`src/rtl/ac_motor_pwm_gen.sv`:
```
// Center-aligned triangular PWM carrier for one motor phase leg, with valley-loaded
// period/duty shadows. Optional minimum-pulse duty conditioning: AC_MOTOR_PWM_MIN_PULSE_EN.
module ac_motor_pwm_gen #(
    parameter int unsigned W         = 11,
    parameter int unsigned MIN_PULSE = 4
) (
    input  logic         clk,
    input  logic         rst_n,
    input  logic         enable,
    input  logic [W-1:0] period,
    input  logic [W-1:0] duty,
    output logic         s_out,
    output logic         sync,
    output logic [W-1:0] cnt
);

    typedef enum logic {
        DIR_UP = 1'b0,
        DIR_DN = 1'b1
    } dir_e;

    dir_e         dir_q, dir_d;
    logic [W-1:0] cnt_q, cnt_d;
    logic [W-1:0] period_sh_q, period_sh_d;
    logic [W-1:0] duty_sh_q, duty_sh_d;
    logic         s_out_q, s_out_d;
    logic         sync_q, sync_d;
    logic [W-1:0] duty_ld;
    logic         at_valley;
    logic         zero_period;

    assign at_valley   = (cnt_q == '0);
    assign zero_period = (period_sh_q == '0);

`ifdef AC_MOTOR_PWM_MIN_PULSE_EN
    // Drop or fill pulses too narrow to survive the dead-time stage.
    localparam int unsigned XW = W + 2;

    logic [XW-1:0] hi_width;
    logic [XW-1:0] lo_width;
    logic [XW-1:0] min_pulse_x;
    logic          duty_mid;

    always_comb begin
        min_pulse_x = XW'(MIN_PULSE);
        duty_mid    = (duty != '0) && (duty < period);
        hi_width    = (XW'(duty) << 1) - XW'(1);
        lo_width    = ((XW'(period) - XW'(duty)) << 1) + XW'(1);
        duty_ld     = duty;
        if (duty_mid) begin
            if (hi_width < min_pulse_x) begin
                duty_ld = '0;
            end else if (lo_width < min_pulse_x) begin
                duty_ld = period;
            end
        end
    end
`else
    logic unused_min_pulse;

    assign unused_min_pulse = (MIN_PULSE != 0);
    assign duty_ld          = duty;
`endif

    // State register
    always_ff @(posedge clk or negedge rst_n) begin
        if (!rst_n) begin
            cnt_q       <= '0;
            dir_q       <= DIR_UP;
            period_sh_q <= '0;
            duty_sh_q   <= '0;
            s_out_q     <= 1'b0;
            sync_q      <= 1'b0;
        end else begin
            cnt_q       <= cnt_d;
            dir_q       <= dir_d;
            period_sh_q <= period_sh_d;
            duty_sh_q   <= duty_sh_d;
            s_out_q     <= s_out_d;
            sync_q      <= sync_d;
        end
    end

    // Next-state: shadow load at the valley, triangular count, compare against the old duty
    always_comb begin
        cnt_d       = cnt_q;
        dir_d       = dir_q;
        period_sh_d = period_sh_q;
        duty_sh_d   = duty_sh_q;
        s_out_d     = 1'b0;
        sync_d      = 1'b0;

        if (at_valley) begin
            period_sh_d = period;
            duty_sh_d   = duty_ld;
        end

        if (!enable || zero_period) begin
            cnt_d = '0;
            dir_d = DIR_UP;
        end else begin
            sync_d = at_valley;

            if (duty_sh_q >= period_sh_q) begin
                s_out_d = 1'b1;
            end else if (duty_sh_q == '0) begin
                s_out_d = 1'b0;
            end else begin
                s_out_d = (cnt_q < duty_sh_q);
            end

            case (dir_q)
                DIR_UP: begin
                    if (cnt_q == period_sh_q) begin
                        // A period of one has no down leg: 0,1,0,1...
                        cnt_d = cnt_q - W'(1);
                        dir_d = (cnt_q == W'(1)) ? DIR_UP : DIR_DN;
                    end else begin
                        cnt_d = cnt_q + W'(1);
                    end
                end
                DIR_DN: begin
                    cnt_d = cnt_q - W'(1);
                    if (cnt_q == W'(1)) begin
                        dir_d = DIR_UP;
                    end
                end
            endcase
        end
    end

    assign cnt   = cnt_q;
    assign s_out = s_out_q;
    assign sync  = sync_q;

endmodule

```
`config.mk`:
```
export PLATFORM = sky130hd
export DESIGN_NAME = ac_motor_pwm_gen
export DESIGN_NICKNAME = d
export VERILOG_FILES = /design/src/rtl/ac_motor_pwm_gen.sv
export SDC_FILE = /design/constraint.sdc
export NUM_CORES = 1
export LEC_CHECK = 0
export ABC_AREA = 1
export BUFFER_PORTS_ARGS = -buffer_cell sky130_fd_sc_hd__buf_2
export CAP_MARGIN = 20
export CORE_MARGIN = 2
export CORE_UTILIZATION = 60
export CTS_BUF_LIST = sky130_fd_sc_hd__clkbuf_8
export CTS_CLUSTER_SIZE = 16
export DETAILED_ROUTE_END_ITERATION = 8
export PLACE_DENSITY = 0.89
export SLEW_MARGIN = 20
export SYNTH_ARGS = -nofsm -noshare
export SYNTH_HDL_FRONTEND = slang
export SYNTH_SLANG_ARGS = --single-unit
```
`constraint.sdc`:
```
create_clock -name clk -period 1.9 [get_ports clk]
set_clock_uncertainty 0.2 [all_clocks]
set_input_delay 0.19 -clock clk [delete_from_list [all_inputs] [get_ports clk]]
set_output_delay 0.19 -clock clk [all_outputs]
set_load 0.02 [all_outputs]
```
==> results of run 1 <==
-- flip-flops by register name, indices dropped and copies added, names as in the netlist --
signal,flops
cnt,11
duty_sh_q,11
period_sh_q,11
dir_q,1
s_out,1
sync,1
-- per-stage QoR --
step                setup slack (ns)  util [%]
global placement              0.0710      69.7
floorplan                     0.0834         -
finish                        0.0836      78.5
global route                 -0.0110      78.5
CTS                           0.0421      76.8
detailed placement          -0.00882      69.7
-- power groups by stage --
stage	sequential (mW)	combinational (mW)	clock [mW]
after floorplan	0.957	0.581	0
after global placement	0.957	0.787	0
after detailed placement	0.963	0.821	0
after CTS	0.949	0.869	0.519
after global routing	0.972	1.01	0.558
final	0.960	0.922	0.529
-- timing repair --
action                                  in CTS  in global routing
pin swaps                                    0                  1
gates cloned                                 0                  0
endpoints found under the setup margin       1                 12
hold endpoints to repair                    39                  0
hold buffers                                23                  0
buffers inserted                             0                  4
resized for setup                            2                 19
-- layout make-up --
class / count / share of cell area (%)
clock buffers: 5 / 2.00
repair buffers: 74 / 16.2
well taps: 52 / 1.89
inverters: 43 / 4.69
clock inverters: 2 / 0.255
multi-input cells: 289 / 48.4
flip-flops and latches: 36 / 26.5
-- path summary, 6_finish.rpt --
kind,startpoint,to,depth (start not counted)
setup / recovery,period_sh_q[6],s_out,8
hold / removal,enable,cnt[5],5
setup reg to reg,period_sh_q[6],s_out,8
hold reg to reg,duty_sh_q[3],duty_sh_q[3],2
max in group asynchronous,rst_n,period_sh_q[2],3
min in group asynchronous,rst_n,cnt[10],2
-- cell families (layout without fill, tap and decap cells) --
group	Yosys count	after routing	synth area share (%)
buffers and inverters	51	124	8.00
XOR/XNOR	19	19	6.73
flip-flops	36	36	32.7
AO/OA/AOI/OAI	47	47	8.78
adder cells (fa/ha/maj)	25	25	11.4
AND/OR/NAND/NOR	198	198	32.4
-- synthesized netlist by cell type (3+ instances only) --
cell | count | area [um2]
a21oi_1 | 38 | 190
buf_2 | 5 | 25.0
buf_6 | 3 | 33.8
dfrtp_1 | 36 | 901
ha_1 | 25 | 313
inv_1 | 36 | 135
inv_2 | 7 | 26.3
nand2_1 | 102 | 383
nand3_1 | 22 | 110
nand4_1 | 5 | 31.3
nor2_1 | 48 | 180
nor2_2 | 5 | 31.3
nor3_1 | 7 | 35.0
o21ai_0 | 6 | 30.0
xnor2_1 | 5 | 43.8
xor2_1 | 13 | 114
-- critical path: cells and delay by family (launching register included) --
kind | cells | cell delay [ns]
buf+inv | 1 | 0.15
fa+ha+maj | 1 | 0.34
flops | 1 | 0.42
simple gates | 2 | 0.12
compound gates | 4 | 0.45
-- per-layer routing --
layer	track usage, %	part of all wire, %
met1	36.8	39
met2	54.2	50
met3	6.75	6.8
met4	10.7	3.6
met5	0	0
==> metrics, run 1 <==
worst hold margin 0.125 ns; share of cells above drive strength 1 21.8%; Pleak roughly 1.8 nW; placer congestion estimate 0.965; Max Cap Viol 0; final setup fails 0; worst-margin pin slew 0.492 ns; endpoints failing hold 0; Num Clock Sinks 36; Synth warnings 0; Fmax 551 MHz; area taken by multi-input logic gates between 1500 and 2000 um2; CTS tree yes; initial core utilization a little over three fifths; placed standard-cell area 3060 um2; crit path capture type flip-flop; cell chain of the critical path inv_1 -> ha_1 -> a21oi_1 -> o21ai_0 -> nand2_1 -> nand3_1 -> a21oi_1 -> a21oi_1; CP Data Required Time about 1.9 ns; DRT Pass-1 Iters 5; max-slew violation count 0; # DRC 0; Worst setup SP type flip-flop; EDFF count, synth 0; DR vias/cell 5.64; TNS Setup 0 ns; clk slew on worst S/H paths 0.08 ns; main flop type after synthesis dfrtp_1; GRT Util Overall 30.7%; Yosys reg bits 36; FF+latch area 912 um2; clock power share between 20% and 30%; most frequent cells in the layout 101 x nand2_1, 46 x nor2_1, 38 x a21oi_1; # IOs 38; ANT cells 0; DP Cell Count 467; die width 71.7 um; relative slew slack 67.2%; CP peak stage delay 0.42 ns; PortBufs 37; final worst path period need 1.82 ns; CP arrival 1.79 ns; most common library cell in the layout ignoring fill and taps nand2_1; H-tree levels 2; Finished Layout Cells 501; Area growth, synth to finish 25.1%; CP max FO 4; cell-internal power roughly 1.5 mW; sw frac 38.4%; status finished clean; Slowest cell on crit path dfrtp_1; Detailed Route Iter0 Violations about 380; drt total wl 7.80 mm; initial antenna violation count 0; dpl hpwl 5.21 mm; P_sw about 920 uW; largest net degree at the start of global routing 46; Hold Crit Class in2reg; total power approximately 2.4 mW; post-synthesis sequential area ratio 32.7%; Tcrit/Tclk final 95.6%; Nets 499; first-pass GRT wire length 12.3 mm; syn_area_per_cell around 7.3 um2; core box area 4380 um2; detailed-route via count 2827; syn nets 426; Worst Setup Path Type reg2reg; Async SR Flop Fraction between 90% and 100%; Reg2Reg Setup Slack 0.08 ns; Worst-Skew Late Latency 0.29 ns; share of power burned in registers 39.8%; post-synthesis cell area 2750 um2; Fill cells around 270; Design Area, Final 3440 um2; Netlist cell types 26; # rows 24; vias in the first global route 2713; Syn Inst Count 376; Gate power share 38.3%; clk root buf clkbuf_8; Routed wire per std cell 15.6 um; cell mode on critical path a21oi_1; total gr overflow 0; DIE AREA 5140 um2; Final ANT Viol Nets 0; worst vdd ir approximately 560 uV; chip height 71.7 um; total CTS buffers 5; power density over the cells 701 nW/um2; clock buffer depth 2
Power figures use the tool's default switching activity.
==> run 2, diff against run 1 <==
--- a/config.mk
+++ b/config.mk
@@ -14,6 +14,7 @@
 export CTS_CLUSTER_SIZE = 16
 export DETAILED_ROUTE_END_ITERATION = 8
 export PLACE_DENSITY = 0.89
+export RECOVER_POWER = 100
 export SLEW_MARGIN = 20
 export SYNTH_ARGS = -nofsm -noshare
 export SYNTH_HDL_FRONTEND = slang
==> run 2 against run 1 <==
- largest power group unchanged
- flip-flop and latch count stayed put
- utilization is 0.46 points lower
- critical endpoint unchanged
- highest routed layer unchanged
- setup slack worse by 0.0096 ns
- die area stayed put
- critical path depth stayed put
- first-iteration DRC count is 2.1% higher
- global-route usage stayed put
- final cell count stayed put
==> metrics, run 2 (synthesized netlist as in run 1, its figures left out) <==
chip height 71.7 um (unchanged); # DRC 0 (unchanged); r2r startpoint period_sh_q[6]; largest net degree at the start of global routing 46 (unchanged); Pleak 1.78 nW (-1.2%); P_sw 926 uW (+0.11%); vias in the first global route 2713 (unchanged); clock buffer depth 2 (unchanged); cell-internal power 1.48 mW (-0.55%); Final ANT Viol Nets 0 (unchanged); endpoints failing hold 0 (unchanged); final setup fails 0 (unchanged); Critical path origin period_sh_q[6]; placed standard-cell area 3060 um2 (unchanged); Tcrit/Tclk final 96.1% (+0.51 points); Fmax 548 MHz (-0.53%); drt total wl 7.86 mm (+0.78%); Nets 499 (unchanged); Placement Setup Slack -0.00882 ns (unchanged); relative slew slack 21.7% (-45 points); most frequent cells in the layout 101 x nand2_1, 46 x nor2_1, 38 x a21oi_1; top sig layer met4; die width 71.7 um (unchanged); Routed met3 length 576 um (+8.5%); CP Data Required Time 1.87 ns (about the same); share of power burned in registers 39.9% (about the same); Design Area, Final 3420 um2 (-0.58%); area taken by multi-input logic gates 1660 um2 (-0.30%); dpl hpwl 5.21 mm (unchanged); # IOs 38 (unchanged); Worst Setup Path Type reg2reg; DIE AREA 5140 um2 (unchanged); worst vdd ir 564 uV (+0.46%); CP max FO 4 (unchanged); placer congestion estimate 0.965 (unchanged); initial core utilization 62.8% (unchanged); initial antenna violation count 0 (unchanged); clk root buf clkbuf_8; max-slew violation count 0 (unchanged); hold_sp enable; FF+latch area 912 um2 (unchanged); power density over the cells 703 nW/um2 (+0.29%); total CTS buffers 5 (unchanged); DRT Pass-1 Iters 5 (unchanged); crit path capture type flip-flop; most common library cell in the layout ignoring fill and taps nand2_1; Max Cap Viol 0 (unchanged); ANT cells 0 (unchanged); Fill cells 276 (+1.8%); clk slew on worst S/H paths 0.08 ns (about the same); worst-margin pin slew 1.17 ns (+0.682 ns); Util after Layout 78.0% (-0.46 points); Worst setup SP type flip-flop; Routed wire per std cell 15.7 um (+0.78%); cell chain of the critical path inv_1 -> ha_1 -> a21oi_1 -> o21ai_0 -> nand2_1 -> nand3_1 -> a21oi_1 -> a21oi_1; DR vias/cell 5.70 (+0.96%); sw frac 38.5% (+0.16 points); GRT Util Overall 30.7% (unchanged); first-pass GRT wire length 12.3 mm (unchanged); status finished clean; clock power share 22.0% (about the same); Detailed Route Iter0 Violations 383 (+2.1%); H-tree levels 2 (unchanged); Area growth, synth to finish 24.3%; met2 routed wirelength 3.90 mm (-0.69%); Slowest cell on crit path dfrtp_1; share of cells above drive strength 1 20.7% (-1.1 points); Gate power share 38.0% (-0.3 points); core box area 4380 um2 (unchanged); Worst-Skew Late Latency 0.29 ns (about the same); final setup margin 0.0739 ns (-0.00962 ns); final worst path period need 1.83 ns (+0.00962 ns); # rows 24 (unchanged); Num Clock Sinks 36 (unchanged); detailed-route via count 2854 (+0.96%); CP peak stage delay 0.43 ns (about the same); CP arrival 1.80 ns (about the same); cell mode on critical path a21oi_1; Hold Crit Class in2reg; PortBufs 37 (unchanged); Met1 Routed Length 3.07 mm (+0.13%); CTS tree yes; total gr overflow 0 (unchanged)
==> run 2: changes by cell type in the layout (fill, tap and decap cells not counted) <==
cell and delta:
buf_2 -5, clkbuf_1 +5, buf_12 -1, buf_4 -1
buf_6 +1, clkbuf_4 +1, nand2_2 +1, nand2_4 -1
==> run 2: worst max-delay path, delay by kind of cell (launching register included) <==
kind                       cells  cell delay [ns]
AOI/OAI and AO/OA              4             0.45
adders and majority gates      1             0.34
buffers and inverters          1             0.15
DFF                            1             0.43
and+or+nand+nor                2             0.12
==> run 2: cell type report <==
class | instances | share of cell area, %
Tap cell | 52 | 1.90
Clock inverter | 2 | 0.256
Timing Repair Buffer | 74 | 15.9
Clock buffer | 5 | 2.01
Inverter | 43 | 4.72
Sequential cell | 36 | 26.7
Multi-Input combinational cell | 289 | 48.6
==> run 2: what timing repair did <==
item | in CTS | in global routing
setup endpoints to repair | 1 | 12
gates resized for setup | 2 | 19
hold buffers | 23 | 0
pin swaps | 0 | 1
setup buffers | 0 | 4
endpoints found under the hold margin | 39 | 0
==> run 2: routing by layer <==
layer	up-vias	GRT usage, %
li1	1347	-
met1	1306	36.8
met2	160	54.2
met3	41	6.75
met4	0	10.7
met5	-	0
==> run 2: power by group through the flow <==
stage,Clock (mW),Sequential [mW],Combinational (mW)
after floorplan,0,0.957,0.581
after global placement,0,0.957,0.787
after detailed placement,0,0.963,0.821
after CTS,0.519,0.949,0.869
after global routing,0.558,0.972,1.01
final,0.529,0.960,0.914
==> run 2: final timing paths <==
| kind | cells past startpoint | slack (ns) | endpoint |
|---|---|---|---|
| max in group asynchronous | 2 | 0.27 | cnt[5] |
| setup reg to reg | 8 | 0.07 | s_out |
| hold reg to reg | 2 | 0.38 | duty_sh_q[3] |
| hold / removal | 5 | 0.13 | cnt[5] |
| setup / recovery | 8 | 0.07 | s_out |
| min in group asynchronous | 2 | 0.45 | cnt[4] |
==> run 2: stage by stage <==
stage | power [mW] | hold WS [ns] | instances | setup TNS, ns
2_1_floorplan | 1.54 | -0.306 | 376 | 0
3_3_place_gp | 1.74 | -0.0268 | 467 | 0
3_5_place_dp | 1.78 | -0.0254 | 467 | -0.00882
4_1_cts | 2.34 | 0.126 | 497 | 0
5_1_grt | 2.54 | 0.146 | 501 | -0.00902
6_report | 2.40 | 0.128 | 501 | 0
